==> src/rtl/audio_pkg.sv <==
// Shared types and helpers for the SPRAM-backed audio delay scheduler.
package audio_pkg;

  localparam int DEF_ADDRLEN   = 14;
  localparam int DEF_DATALEN   = 16;
  localparam int CYCLES_PER_CH = 4;

  typedef enum logic [2:0] {
    IDLE,
    WR,
    RD,
    WAIT,
    CAP,
    DONE
  } state_t;

  function automatic int clog2(input int value);
    int r;
    r = 0;
    for (int i = 0; i < 31; i++) begin
      if ((1 << i) < value) r = i + 1;
    end
    return r;
  endfunction

endpackage

==> src/rtl/delay_addr_gen.sv <==
// Maps a channel index, the shared write pointer and that channel's delay
// onto SPRAM write/read addresses inside the channel's private region.
module delay_addr_gen #(
  parameter int ADDRLEN = 14,
  parameter int CHLEN   = 13,
  parameter int CW      = 1
) (
  input  logic [CW-1:0]      ch_idx,
  input  logic [CHLEN-1:0]   wr_ptr,
  input  logic [CHLEN-1:0]   ch_delay,
  output logic [ADDRLEN-1:0] wr_addr,
  output logic [ADDRLEN-1:0] rd_addr
);

  logic [ADDRLEN-1:0] base;
  logic [CHLEN-1:0]   rd_off;

  // The subtract is kept CHLEN bits wide so a read wraps inside its own region.
  always_comb begin
    base    = ADDRLEN'(ch_idx) << CHLEN;
    rd_off  = wr_ptr - ch_delay;
    wr_addr = base | ADDRLEN'(wr_ptr);
    rd_addr = base | ADDRLEN'(rd_off);
  end

endmodule

==> src/rtl/spram_delay_scheduler.sv <==
// Time-shares one single-port SPRAM among NCH delay lines: once per frame each
// channel writes its new sample, then reads back the sample delay[c] frames old.
module spram_delay_scheduler
  import audio_pkg::*;
#(
  parameter int ADDRLEN = DEF_ADDRLEN,
  parameter int DATALEN = DEF_DATALEN,
  parameter int NCH     = 2,
  parameter int CHLEN   = ADDRLEN - clog2(NCH)
) (
  input  logic                   bclk,
  input  logic                   reset,
  input  logic                   lrclk,
  input  logic [NCH*DATALEN-1:0] ch_in,
  input  logic [NCH*CHLEN-1:0]   delay,
  output logic [NCH*DATALEN-1:0] ch_out,
  output logic                   out_valid,
  output logic                   busy,
  output logic                   overrun,
  output logic [ADDRLEN-1:0]     mem_addr,
  output logic [DATALEN-1:0]     mem_din,
  output logic                   mem_wren,
  input  logic [DATALEN-1:0]     mem_dout
);

  localparam int CW = (NCH > 1) ? clog2(NCH) : 1;

  state_t             state;
  state_t             next_state;
  logic               lrclk_d;
  logic               start;
  logic               last_ch;
  logic [CW-1:0]      c;
  logic [CHLEN-1:0]   wr_ptr;
  logic [CHLEN-1:0]   cur_delay;
  logic [ADDRLEN-1:0] wr_addr;
  logic [ADDRLEN-1:0] rd_addr;

  assign start     = lrclk & ~lrclk_d;
  assign last_ch   = (c == CW'(NCH - 1));
  assign cur_delay = delay[c*CHLEN +: CHLEN];
  assign busy      = (state != IDLE);

  delay_addr_gen #(
    .ADDRLEN (ADDRLEN),
    .CHLEN   (CHLEN),
    .CW      (CW)
  ) u_addr_gen (
    .ch_idx   (c),
    .wr_ptr   (wr_ptr),
    .ch_delay (cur_delay),
    .wr_addr  (wr_addr),
    .rd_addr  (rd_addr)
  );

  always_ff @(posedge bclk) begin
    if (reset) state <= IDLE;
    else       state <= next_state;
  end

  always_comb begin
    next_state = state;
    case (state)
      IDLE:    if (start) next_state = WR;
      WR:      next_state = RD;
      RD:      next_state = WAIT;
      WAIT:    next_state = CAP;
      CAP:     next_state = last_ch ? DONE : WR;
      DONE:    next_state = IDLE;
      default: next_state = IDLE;
    endcase
  end

  // out_valid is registered off DONE, so it lines up with the final ch_out word.
  always_ff @(posedge bclk) begin
    if (reset) begin
      lrclk_d   <= 1'b0;
      c         <= '0;
      wr_ptr    <= '0;
      ch_out    <= '0;
      out_valid <= 1'b0;
      overrun   <= 1'b0;
      mem_addr  <= '0;
      mem_din   <= '0;
      mem_wren  <= 1'b0;
    end else begin
      lrclk_d   <= lrclk;
      out_valid <= 1'b0;
      if (start && (state != IDLE)) overrun <= 1'b1;
      case (state)
        WR: begin
          mem_addr <= wr_addr;
          mem_din  <= ch_in[c*DATALEN +: DATALEN];
          mem_wren <= 1'b1;
        end
        RD: begin
          mem_addr <= rd_addr;
          mem_wren <= 1'b0;
        end
        CAP: begin
          ch_out[c*DATALEN +: DATALEN] <= mem_dout;
          if (!last_ch) c <= c + 1'b1;
        end
        DONE: begin
          out_valid <= 1'b1;
          wr_ptr    <= wr_ptr + 1'b1;
          c         <= '0;
        end
        default: mem_wren <= 1'b0;
      endcase
    end
  end

endmodule

==> config.mk <==
export PLATFORM = sky130hd
export DESIGN_NAME = spram_delay_scheduler
export DESIGN_NICKNAME = d
export VERILOG_FILES = /design/src/rtl/audio_pkg.sv /design/src/rtl/delay_addr_gen.sv /design/src/rtl/spram_delay_scheduler.sv
export SDC_FILE = /design/constraint.sdc
export NUM_CORES = 1
export LEC_CHECK = 0
export BUFFER_PORTS_ARGS = -buffer_cell sky130_fd_sc_hd__buf_2
export CORE_MARGIN = 10
export CORE_UTILIZATION = 45
export CTS_CLUSTER_SIZE = 24
export DETAILED_ROUTE_END_ITERATION = 10
export PLACE_DENSITY = 0.74
export SYNTH_ARGS = -nofsm -noshare
export SYNTH_HDL_FRONTEND = slang
export SYNTH_SLANG_ARGS = --single-unit
export TNS_END_PERCENT = 50
==> constraint.sdc <==
create_clock -name bclk -period 3.45 [get_ports bclk]
set_clock_uncertainty 0.2 [all_clocks]
set_input_delay 0.5175 -clock bclk [delete_from_list [all_inputs] [get_ports bclk]]
set_output_delay 0.5175 -clock bclk [all_outputs]
set_load 0.03 [all_outputs]
After elaboration in Yosys (flattened, before gate mapping)
Cells that the tools add are included.
Operators by class
  add/sub/neg operators: 4
  bitwise operators: 4
  multiply operators: 1
  reductions and logical operators: 6
  equal/unequal tests: 6
  multiplexer cells: 9
  shifts and indexed selects: 4
Operators with widths (count)
  negator 5 -> 34 bit: 1
  variable shift 16 x 34 -> 32 bit, first input constant: 1
  variable part select 16 x 34 -> 32 bit: 1
  bitwise mux 32 bit: 1
  variable part select 32 x 6 -> 16 bit: 1
  OR 14 x 13 -> 14 bit: 2
  case mux 14 bit (2 select lines): 1
  variable part select 26 x 6 -> 13 bit: 1
  case mux 3 bit (5 select lines): 1
  adder 13 x 1 -> 13 bit, second input constant: 1
  subtractor 13 bit: 1
  equality test 3 x 2 -> 1 bit, second input constant: 2
  equality test 3 bit, second input constant: 2
  two-way mux 3 bit: 2
  multiplier 1 x 4 -> 5 bit, second input constant: 1
  case mux 1 bit (2 select lines): 2
  nonzero test 2 bit: 2
  equality test 3 x 1 -> 1 bit, second input constant: 1
  logical NOT 3 bit: 1
  nonzero test 3 bit: 1
  two-way mux 1 bit: 2
  != test 2 bit, second input constant: 1
  OR reduction 2 bit: 1
  adder 1 bit, second input constant: 1
  3 further kinds: 3
Storage, ports and cells
  logic and storage cells: 44
  output and inout port bits: 66
  bits in registers: 83
  input port bits: 77

Depth between registers and ports, before layout
Gate-level depths: netlist of the first run.
  depth in word-level cells: 5
  mapped depth: 12
  mapped depth without buffers: 9

By module
A second synthesis of the first run with hierarchy kept.
Unflattened totals
  cells, all modules: 510
  area total of the unflattened synthesis: 4336.7 um^2
Modules (own cells, without submodules)
  spram_delay_scheduler: times used 1, cells each 392, area each 3495.9 um^2, sequential area each 1661.6 um^2
  delay_addr_gen: times used 1, cells each 118, area each 840.8 um^2, sequential area each 0.0 um^2

Worst setup path after synthesis of the first run
OpenSTA, ideal clock, no wires.
  path kind: reg2reg
  from: register c
  to: register mem_addr[12]
  setup slack: 236 ps
  period minus slack after synthesis: 3214 ps
  cell stages (with the launch flop): 12
  data required time: 3117 ps
  data arrival time: 2880 ps
  cell sequence: dfxtp_1 -> buf_2 -> buf_1 -> buf_2 -> mux2i_1 -> ha_1 -> or3_1 -> a21oi_2 -> a21oi_2 -> a311o_1 -> xnor2_1 -> o221ai_1
Between the ends
  word-level cells in the longest chain between the ends: 5
RTL lines
  from (decl): RTL line spram_delay_scheduler.sv:33  | logic [CW-1:0] c;
  from (signal assigned): RTL line spram_delay_scheduler.sv:102  | if (!last_ch) c <= c + 1'b1;
  multiplier 1 x 4 -> 5 bit: RTL line spram_delay_scheduler.sv:41  | assign cur_delay = delay[c*CHLEN +: CHLEN];
  variable part select 26 x 6 -> 13 bit: RTL line spram_delay_scheduler.sv:41
  subtractor 13 bit: RTL line delay_addr_gen.sv:21  | rd_off = wr_ptr - ch_delay;
  OR 14 x 13 -> 14 bit: RTL line delay_addr_gen.sv:23  | rd_addr = base | ADDRLEN'(rd_off);
  case mux 14 bit (2 select lines): RTL line spram_delay_scheduler.sv:90  | case (state)
  to (signal assigned): RTL line spram_delay_scheduler.sv:92  | mem_addr <= wr_addr;
  to (signal assigned): RTL line spram_delay_scheduler.sv:97  | mem_addr <= rd_addr;
  to (decl): RTL line spram_delay_scheduler.sv:20  | output logic [ADDRLEN-1:0] mem_addr,
No other way between the ends.
A chain may end at the register's enable or synchronous reset.

Final worst setup path of the first run
Same ends and word-level chain as after synthesis.

==> qor.txt, run 1 <==
status - completed
layout cells sized above 1 - 28.9%
R2R setup slack - 0.43 ns
Global Route Usage Sum - 16.6%
Setup violations, final - 0
count of final max-slew check failures - 0
synthesis-stage register bit count - 83
Syn Inst Count - 469
RSZ-0062 raised after global routing - no
max-cap viol count - 0
Die Y - 114 µm
# clock sinks - 83
largest net degree at the start of global routing - 36
core area - 8680 µm²
IO Port Bufs - 142
leading cell type in the layout, fill and taps excluded - buf_2
Inserted Clock Buffers - 9
CP max stage cell - dfxtp_2
post-CTS sizing - 0
starting utilization of the core area - 46.0%
Setup Buffers After CTS - 0
Most used DFF post-synth - dfxtp_1
Avg Inst Size Synth - 8.51 µm²
HP Class - input port to register
CP required - 3.45 ns
Power Dens Cells - 422 nW/µm²
FFs w/ async S/R, synth - 0%
endpoints failing hold - 0
Via-to-Cell Ratio - 5.25
clock share of power - 32.6%
CTS Hold Bufs - 0
Net Sw Power - 0.616 mW
Flop pwr share - 49.3%
initial DRC count - 254
Sw Ratio - 29.5%
routability cong. - 0.793
Worst-path clk slew - 0.08 ns
RR Startpoint - c
first-pass GRT wire length - 18100 µm
die width - 114 µm
CP Buf/Inv Count - 1
Root Buffer - clkbuf_8
I/O pins - 143
post-route ant nets - 0
Min Hold Slack - 0.224 ns
Gate power share - 18.1%
crit share post-route - 87.6%
Reg2Reg Capture Point - mem_addr[12]
Max VDD drop - 0.000258 V
register area share after synthesis - 41.6%
worst setup path endpoint - mem_addr[12]
initial antenna violation count - 0
Setup crit end kind - register
Tot Pwr - 2.09 mW
fmax - 0.331 GHz
Syn Nets - 561
Routed Wire Length - 11100 µm
WL/cell - 15.6 µm
H-tree Lvls - 3
vias in the first global route - 3835
top cell family by delay on the critical path - compound AO/OA/AOI/OAI gates
vias post-DR - 3730
area delta synth->final - 23.9%
GR Overflow Total - 0
most frequent cells in the layout - 142 x buf_2, 82 x dfxtp_1, 80 x nand2_1
synthesized area - 3990 µm²
CP Class - register to register
num rows - 34
relative slew slack - 53.9%
reg2reg path depth - 9
Worst-Skew Late Latency - 0.34 ns
Final #Nets - 691
Critical Path, Cell by Cell - buf_4 > mux2i_1 > ha_1 > nor2b_1 > o31ai_2 > a21oi_2 > a311o_1 > xnor2_1 > o221ai_1
clk buf depth - 2
number of synthesized flops with an enable pin - 0
die area - 13000 µm²
Fin Setup TNS - 0 ns
fin crit period - 3.02 ns
CP Launch Type - register
Util after Layout - 57.0%
antenna cells - 0
yosys warns - 0
Yosys cell types - 43
Pre-antenna DRT Iters - 4
critical path startpoint - c
Worst-Margin Slew - 0.689 ns
CTS tree - done
drt drc - 0
total stage count of the critical path - 9
leakage power - 2.12 nW
CP max FO - 11
hpwl dp - 8590 µm
internal cell power - 1.47 mW
critical path arrival - 3.03 ns
CP peak stage delay - 0.51 ns
layout make-up:
class | count | area, µm²
fillers | 832 | 3730
multi-input cells | 351 | 2170
flip-flops and latches | 83 | 1660
repair buffers | 150 | 771
well taps | 108 | 135
clock buffers | 9 | 124
clock inverters | 6 | 67.6
inverters | 4 | 15.0
worst min path at each step:
stage	from	to	slack [ns]	depth (start not counted)
floorplan	wr_ptr[9]	wr_ptr[9]	0.28	2
global placement	ch_out[5]	ch_out[5]	0.24	2
detailed placement	ch_out[19]	ch_out[19]	0.24	2
CTS	mem_dout[14]	ch_out[14]	0.20	3
global route	lrclk	lrclk_d	0.21	2
finish	mem_dout[14]	ch_out[14]	0.22	3
metrics by stage:
| step | worst slack, ns | cell area [µm²] | std cells |
|---|---|---|---|
| 6_report | 0.428 | 4940 | 711 |
| 5_1_grt | 0.255 | 4940 | 711 |
| 4_1_cts | 0.420 | 4940 | 711 |
| 3_5_place_dp | 0.436 | 4750 | 696 |
| 3_3_place_gp | 0.525 | 4750 | 696 |
| 2_1_floorplan | 0.236 | 3990 | 469 |
power groups by stage:
stage          clock network [mW]  logic (mW)  registers, mW
6_report                    0.681       0.377           1.03
3_3_place_gp                    0       0.372           1.05
3_5_place_dp                    0       0.379           1.05
2_1_floorplan                   0       0.183           1.12
5_1_grt                     0.740       0.413           1.04
4_1_cts                     0.705       0.380           1.03
worst reg2reg max path: stages, from the launching register on:
cell and delay, ns:
dfxtp_2 0.51, buf_4 0.29, mux2i_1 0.22, ha_1 0.29, nor2b_1 0.17, o31ai_2 0.36, a21oi_2 0.12, a311o_1 0.43
xnor2_1 0.17, o221ai_1 0.13
synthesized netlist by cell type, types with 2 or more instances:
library cell | number | area [µm²]
dfxtp_1 | 83 | 1660
nand2_1 | 80 | 300
a21oi_1 | 50 | 250
nor2_1 | 46 | 173
mux2i_1 | 36 | 360
a211oi_1 | 28 | 210
clkbuf_1 | 17 | 63.8
ha_1 | 14 | 175
nor2b_1 | 11 | 68.8
xor2_1 | 11 | 96.3
o21ai_0 | 10 | 50.1
or3_1 | 10 | 62.6
buf_2 | 9 | 45.0
and3_1 | 8 | 50.1
nor3_1 | 6 | 30.0
o21a_1 | 5 | 37.5
inv_1 | 4 | 15.0
xnor2_1 | 4 | 35.0
a221oi_1 | 3 | 26.3
buf_4 | 3 | 22.5
a21oi_2 | 2 | 17.5
a311o_1 | 2 | 20.0
a31oi_1 | 2 | 12.5
and2_1 | 2 | 12.5
nand2b_1 | 2 | 12.5
nand3_1 | 2 | 10.0
nand4_1 | 2 | 12.5
o31ai_1 | 2 | 15.0
routing by layer:
| metal | routed length (µm) | share of wire (%) | track usage [%] | up-vias |
|---|---|---|---|---|
| li1 | - | - | - | 1907 |
| met1 | 4770 | 43 | 19.4 | 1687 |
| met4 | 182 | 1.6 | 5.60 | 0 |
| met5 | 0 | 0 | 0 | - |
| met2 | 5230 | 47 | 28.0 | 125 |
| met3 | 931 | 8.4 | 5.50 | 11 |
registers in the layout, indices dropped and copies added (netlist names):
signal / cells
mem_wren: 1
state: 3
c: 1
overrun: 1
wr_ptr: 13
mem_din: 16
mem_addr: 14
lrclk_d: 1
ch_out: 32
out_valid: 1
kinds of logic (layout without fill, tap and decap cells):
group / count (synthesis) / in the layout / synth area share [%]
mux: 37 / 37 / 9.31
simple gates: 173 / 173 / 19.2
fa+ha+maj: 15 / 15 / 4.89
compound gates: 111 / 111 / 17.6
flops: 83 / 83 / 41.6
buf+inv: 35 / 169 / 4.04
xor+xnor: 15 / 15 / 3.29
Note: power is estimated with default switching activity, not from simulation.
==> run 2: changes to the inputs <==
--- a/config.mk
+++ b/config.mk
@@ -5,12 +5,12 @@
 export SDC_FILE = /design/constraint.sdc
 export NUM_CORES = 1
 export LEC_CHECK = 0
-export BUFFER_PORTS_ARGS = -buffer_cell sky130_fd_sc_hd__buf_2
 export CORE_MARGIN = 10
-export CORE_UTILIZATION = 45
+export CORE_UTILIZATION = 57
 export CTS_CLUSTER_SIZE = 24
 export DETAILED_ROUTE_END_ITERATION = 10
-export PLACE_DENSITY = 0.74
+export DONT_BUFFER_PORTS = 1
+export PLACE_DENSITY = 0.75
 export SYNTH_ARGS = -nofsm -noshare
 export SYNTH_HDL_FRONTEND = slang
 export SYNTH_SLANG_ARGS = --single-unit
==> run 2 against run 1 <==
- final cell count decreased by 22%
- hold slack got worse by 0.18 ns
- clock-buffer cell count increased by 1
- total power decreased by 6.3%
- sequential cell count unchanged
- setup slack improved by 0.19 ns
- first-iteration DRC count decreased by 48%
- core utilization increased by 4.8 points
- sequential power increased by 9%
- wire length decreased by 8.9%
- clock power decreased by 5.3%
- largest power group unchanged
==> qor.txt, run 2 (same netlist as run 1, synthesis figures left out) <==
status - completed
Setup Buffers After CTS - 0 (unchanged)
antenna cells - 0 (unchanged)
post-CTS sizing - 0 (unchanged)
clock share of power - 33.0% (+0.4 points)
routability cong. - 0.899 (+13%)
Reg with most FFs - ch_out
Final #Nets - 547 (-21%)
largest net degree at the start of global routing - 86 (+140%)
Flop pwr share - 57.1% (+7.8 points)
max reg flops - 32 (unchanged)
crit share post-route - 82.2% (-5.4 points)
starting utilization of the core area - 58.7% (+13 points)
post-route ant nets - 0 (unchanged)
Global Route Usage Sum - 18.1% (+1.4 points)
clk buf depth - 2 (unchanged)
H-tree Lvls - 3 (unchanged)
GR Overflow Total - 0 (unchanged)
Worst-path clk slew - 0.09 ns (about the same)
fmax - 0.353 GHz (+6.6%)
non-filler instance count after layout - 556 (-22%)
CP max FO - 12 (+1)
vias in the first global route - 3208 (-16%)
Fin Setup TNS - 0 ns (unchanged)
Sw Ratio - 30.0% (+0.48 points)
RSZ-0062 raised after global routing - no
first-pass GRT wire length - 16300 µm (-9.9%)
IO Port Bufs - 0 (-100%)
leading cell type in the layout, fill and taps excluded - dfxtp_1
I/O pins - 143 (unchanged)
drt drc - 0 (unchanged)
vias post-DR - 3213 (-14%)
Net Sw Power - 0.586 mW (-4.8%)
die area - 10700 µm² (-18%)
Worst-Margin Slew - 0.655 ns (-0.0341 ns)
CTS Hold Bufs - 0 (unchanged)
leakage power - 1.45 nW (-32%)
largest registers - ch_out: 32 flops, mem_din: 16 flops, mem_addr: 14 flops
layout cells sized above 1 - 6.74% (-22 points)
Inserted Clock Buffers - 9 (unchanged)
CP required - 3.48 ns (+0.03 ns)
initial antenna violation count - 0 (unchanged)
Gate power share - 9.9% (-8.2 points)
Max VDD drop - 0.000219 V (-15%)
Worst-Skew Late Latency - 0.34 ns (about the same)
fin crit period - 2.84 ns (-0.187 ns)
relative slew slack - 56.2% (+2.3 points)
DP Area - 4010 µm² (-16%)
Root Buffer - clkbuf_8
Pre-antenna DRT Iters - 4 (unchanged)
hpwl dp - 7420 µm (-14%)
Setup crit end kind - register
Via-to-Cell Ratio - 5.78 (+10%)
Util after Layout - 61.8% (+4.8 points)
CTS tree - done
# clock sinks - 83 (unchanged)
num rows - 30 (-12%)
R2R setup slack - 0.61 ns (+0.19 ns)
Power Dens Cells - 466 nW/µm² (+10%)
internal cell power - 1.37 mW (-7.0%)
die width - 104 µm (-9.2%)
CP Class - register to register
area delta synth->final - 5.20%
critical path arrival - 2.86 ns (-0.17 ns)
Routed Wire Length - 10100 µm (-8.9%)
core area - 6790 µm² (-22%)
max-cap viol count - 0 (unchanged)
count of final max-slew check failures - 0 (unchanged)
Cells after DPL - 540 (-22%)
CP Launch Type - register
WL/cell - 18.2 µm (+16%)
initial DRC count - 131 (-48%)
endpoints failing hold - 0 (unchanged)
HP Class - input port to register
Setup violations, final - 0 (unchanged)
most frequent cells in the layout - 82 x dfxtp_1, 80 x nand2_1, 50 x a21oi_1
Die Y - 104 µm (-9.2%)
final design area excluding fillers - 4200 µm² (-15%)
Fillers - 602 (-28%)
run 2: cell count changes in the layout (fill, tap and decap cells not counted):
cell / change
buf_2: -142
clkinv_4: -1
inv_6: +2
clkinvlp_4: +1
buf_4: -2
clkinv_2: -1
clkbuf_8: +1
bufinv_16: -1
run 2: worst max-delay path, cell delays in order (launching register included):
cell and delay [ns]:
dfxtp_2 0.34, buf_4 0.24, mux2i_1 0.29, inv_1 0.10
fa_1 0.43, nor2b_1 0.20, o31ai_2 0.13, a21oi_2 0.19
a311o_1 0.26, mux2i_1 0.21, o221ai_1 0.12
run 2: power groups by stage:
stage,registers [mW],clock network (mW),logic (mW)
after floorplan,1.12,0,0.183
after global placement,1.14,0,0.186
after detailed placement,1.14,0,0.193
after CTS,1.12,0.670,0.195
after global routing,1.12,0.710,0.218
final,1.12,0.645,0.194
run 2: per-stage QoR:
step / setup WS [ns] / hold slack [ns] / power [mW]
after detailed placement: 0.640 / 0.322 / 1.33
final: 0.615 / 0.0463 / 1.95
after global routing: 0.416 / 0.00829 / 2.05
after floorplan: 0.236 / 0.283 / 1.30
after global placement: 0.695 / 0.306 / 1.32
after CTS: 0.643 / 0.0165 / 1.98
run 2: worst paths after layout:
path,depth (start not counted),start,end
max,10,c,mem_addr[12]
min,1,reset,ch_out[30]
max reg2reg,10,c,mem_addr[12]
min reg2reg,2,wr_ptr[7],wr_ptr[7]
run 2: area by class of cell:
cell class              instances  area [µm²]  area share [%]
multi-input cells             351        2170            51.7
flip-flops and latches         83        1660            39.6
clock buffers                  10         138            3.28
well taps                      96         120            2.86
clock inverters                 6        48.8            1.16
repair buffers                  6        45.0            1.07
inverters                       4        15.0           0.358
run 2: per-layer routing:
layer | vias to the layer above | part of all wire (%) | global-route usage (%)
met5 | - | 0 | 0
met2 | 105 | 50 | 31.2
met1 | 1488 | 41 | 19.9
li1 | 1614 | - | -
met3 | 6 | 8.2 | 6.88
met4 | 0 | 1.0 | 5.77
==> run 3: changes to the inputs <==
==> constraint.sdc (replaced) <==
create_clock -name bclk -period 2.35 [get_ports bclk]
set_clock_uncertainty 0.2 [all_clocks]
set_input_delay 0.3525 -clock bclk [delete_from_list [all_inputs] [get_ports bclk]]
set_output_delay 0.3525 -clock bclk [all_outputs]
set_load 0.03 [all_outputs]
==> run 3 against run 2 <==
- the run now ends with setup timing left
- final cell count grew 16%
- first-iteration DRC count grew 49%
- sequential share of layout area shrank 7.1 points
- fmax grew 9.7%
- critical endpoint unchanged
==> qor.txt, run 3 (same netlist as run 1, synthesis figures left out) <==
critical path arrival - 2.61 ns (-0.25 ns)
GR Overflow Total - 0 (unchanged)
Worst-Margin Slew - 0.579 ns (-0.0765 ns)
WL/cell - 18.9 µm (+3.7%)
HP Class - input port to register
clk buf depth - 2 (unchanged)
RSZ-0062 raised after global routing - yes
Util after Layout - 75.7% (+14 points)
Tot Pwr - 3.02 mW (+55%)
Die Y - 104 µm (unchanged)
Inserted Clock Buffers - 9 (unchanged)
critical path startpoint - c
top layer in use - met4
CP Class - register to register
largest net degree at the start of global routing - 48 (-44%)
antenna cells - 0 (unchanged)
crit share post-route - 110% (+28 points)
vias in the first global route - 3734 (+16%)
H-tree Lvls - 3 (unchanged)
Max VDD drop - 0.000458 V (+110%)
leakage power - 2.01 nW (+39%)
clock share of power - 32.4% (-0.6 points)
Root Buffer - clkbuf_8
initial antenna violation count - 0 (unchanged)
Fin Setup TNS - -0.977 ns (-0.977 ns)
final worst slack - -0.235 ns (-0.850 ns)
Reg with most FFs - ch_out
drt drc - 0 (unchanged)
DRT met1 WL - 4860 µm (+18%)
starting utilization of the core area - 58.7% (unchanged)
I/O pins - 143 (unchanged)
Routed Wire Length - 12200 µm (+20%)
Global Route Usage Sum - 21.8% (+3.7 points)
# clock sinks - 83 (unchanged)
CP Launch Type - register
vias post-DR - 3659 (+14%)
met2 WL - 6150 µm (+21%)
RR Startpoint - c
Sw Ratio - 31.6% (+1.6 points)
Via-to-Cell Ratio - 5.67 (-1.8%)
core area - 6790 µm² (unchanged)
CP max FO - 4 (-8)
layout cells sized above 1 - 17.5% (+11 points)
CP required - 2.38 ns (-1.10 ns)
Flop pwr share - 54.2% (-2.9 points)
Fillers - 507 (-16%)
status - finished, violations left
die width - 104 µm (unchanged)
Power Dens Cells - 588 nW/µm² (+26%)
max reg flops - 32 (unchanged)
fmax - 0.387 GHz (+9.7%)
Net Sw Power - 0.956 mW (+63%)
most frequent cells in the layout - 80 x nand2_1, 79 x dfxtp_1, 48 x dlygate4sd3_1
area delta synth->final - 28.8%
Worst Min Path Start - reset
max-cap viol count - 0 (unchanged)
Worst-path clk slew - 0.09 ns (about the same)
Setup crit end kind - register
Gate power share - 13.3% (+3.4 points)
endpoints failing hold - 0 (unchanged)
fin crit period - 2.59 ns (-0.250 ns)
internal cell power - 2.07 mW (+51%)
relative slew slack - 61.4% (+5.2 points)
leading cell type in the layout, fill and taps excluded - nand2_1
WL met3 - 971 µm (+17%)
failing checks - setup timing
largest registers - ch_out: 32 flops, mem_din: 16 flops, mem_addr: 14 flops
Worst-Skew Late Latency - 0.35 ns (about the same)
post-route ant nets - 0 (unchanged)
initial DRC count - 195 (+49%)
Final #Nets - 636 (+16%)
count of final max-slew check failures - 0 (unchanged)
num rows - 30 (unchanged)
IO Port Bufs - 0 (unchanged)
hpwl dp - 8060 µm (+8.7%)
Setup violations, final - 8 (+8)
first-pass GRT wire length - 19600 µm (+20%)
CTS tree - done
routability cong. - 0.862 (-4.2%)
die area - 10700 µm² (unchanged)
Pre-antenna DRT Iters - 5 (+1)
run 3: cell types whose count changed in the layout (fill, tap and decap cells not counted), sizes merged:
cell | previous run | this run
inv | 6 | 8
buf | 6 | 47
clkbuf | 10 | 9
clkinvlp | 3 | 1
clkinv | 1 | 2
dlygate4sd3 | 0 | 48
run 3: metrics by stage:
| step | worst slack (ns) | cells | hold WS [ns] | instance area [µm²] |
|---|---|---|---|---|
| 6_report | -0.235 | 645 | 0.0232 | 5140 |
| 5_1_grt | -0.340 | 645 | 0.0235 | 5140 |
| 4_1_cts | -0.229 | 641 | 0.00594 | 5030 |
| 3_5_place_dp | -0.283 | 572 | 0.235 | 4300 |
| 3_3_place_gp | -0.176 | 572 | 0.233 | 4300 |
| 2_1_floorplan | -0.282 | 469 | 0.248 | 4070 |
run 3: worst paths after layout:
path                  endpoint  slack, ns  cells after the start
setup reg to reg  mem_addr[12]      -0.24                      9
hold reg to reg       state[1]       0.31                      1
setup / recovery  mem_addr[12]      -0.24                      9
hold / removal     mem_addr[9]       0.02                      2
run 3: final cells by class:
class	instances	area (µm²)	area share (%)
well taps	96	120	2.34
flip-flops and latches	83	1670	32.5
clock inverters	7	58.8	1.14
repair buffers	95	865	16.8
clock buffers	9	124	2.41
multi-input cells	351	2290	44.5
inverters	4	15.0	0.292
run 3: layer usage:
layer,vias up,track usage [%]
li1,1789,-
met1,1718,24.5
met2,133,37.0
met3,19,7.93
met4,0,7.75
met5,-,0
run 3: power groups by stage:
stage               Sequential (mW)  Clock, mW  Combinational [mW]
floorplan                      1.64          0               0.279
global placement               1.67          0               0.300
detailed placement             1.67          0               0.311
CTS                            1.64      0.996               0.376
global route                   1.65       1.06               0.441
finish                         1.64      0.980               0.403
run 3: what timing repair did:
| item | in CTS | in global routing |
|---|---|---|
| setup buffers | 4 | 4 |
| resized for setup | 5 | 23 |
| pin swaps | 6 | 11 |
| hold endpoints to repair | 82 | 0 |
| hold buffers | 49 | 0 |
| gates cloned | 0 | 0 |
| setup endpoints to repair | 9 | 45 |
run 3: worst max-delay path, cell delays in order (launching register included):
cell and delay, ns:
dfxtp_4 0.39, mux2_4 0.31, ha_4 0.16, fa_2 0.36, nor2b_4 0.16, o31ai_4 0.08
a21oi_2 0.18, a311o_1 0.27, mux2i_1 0.22, o221ai_1 0.12
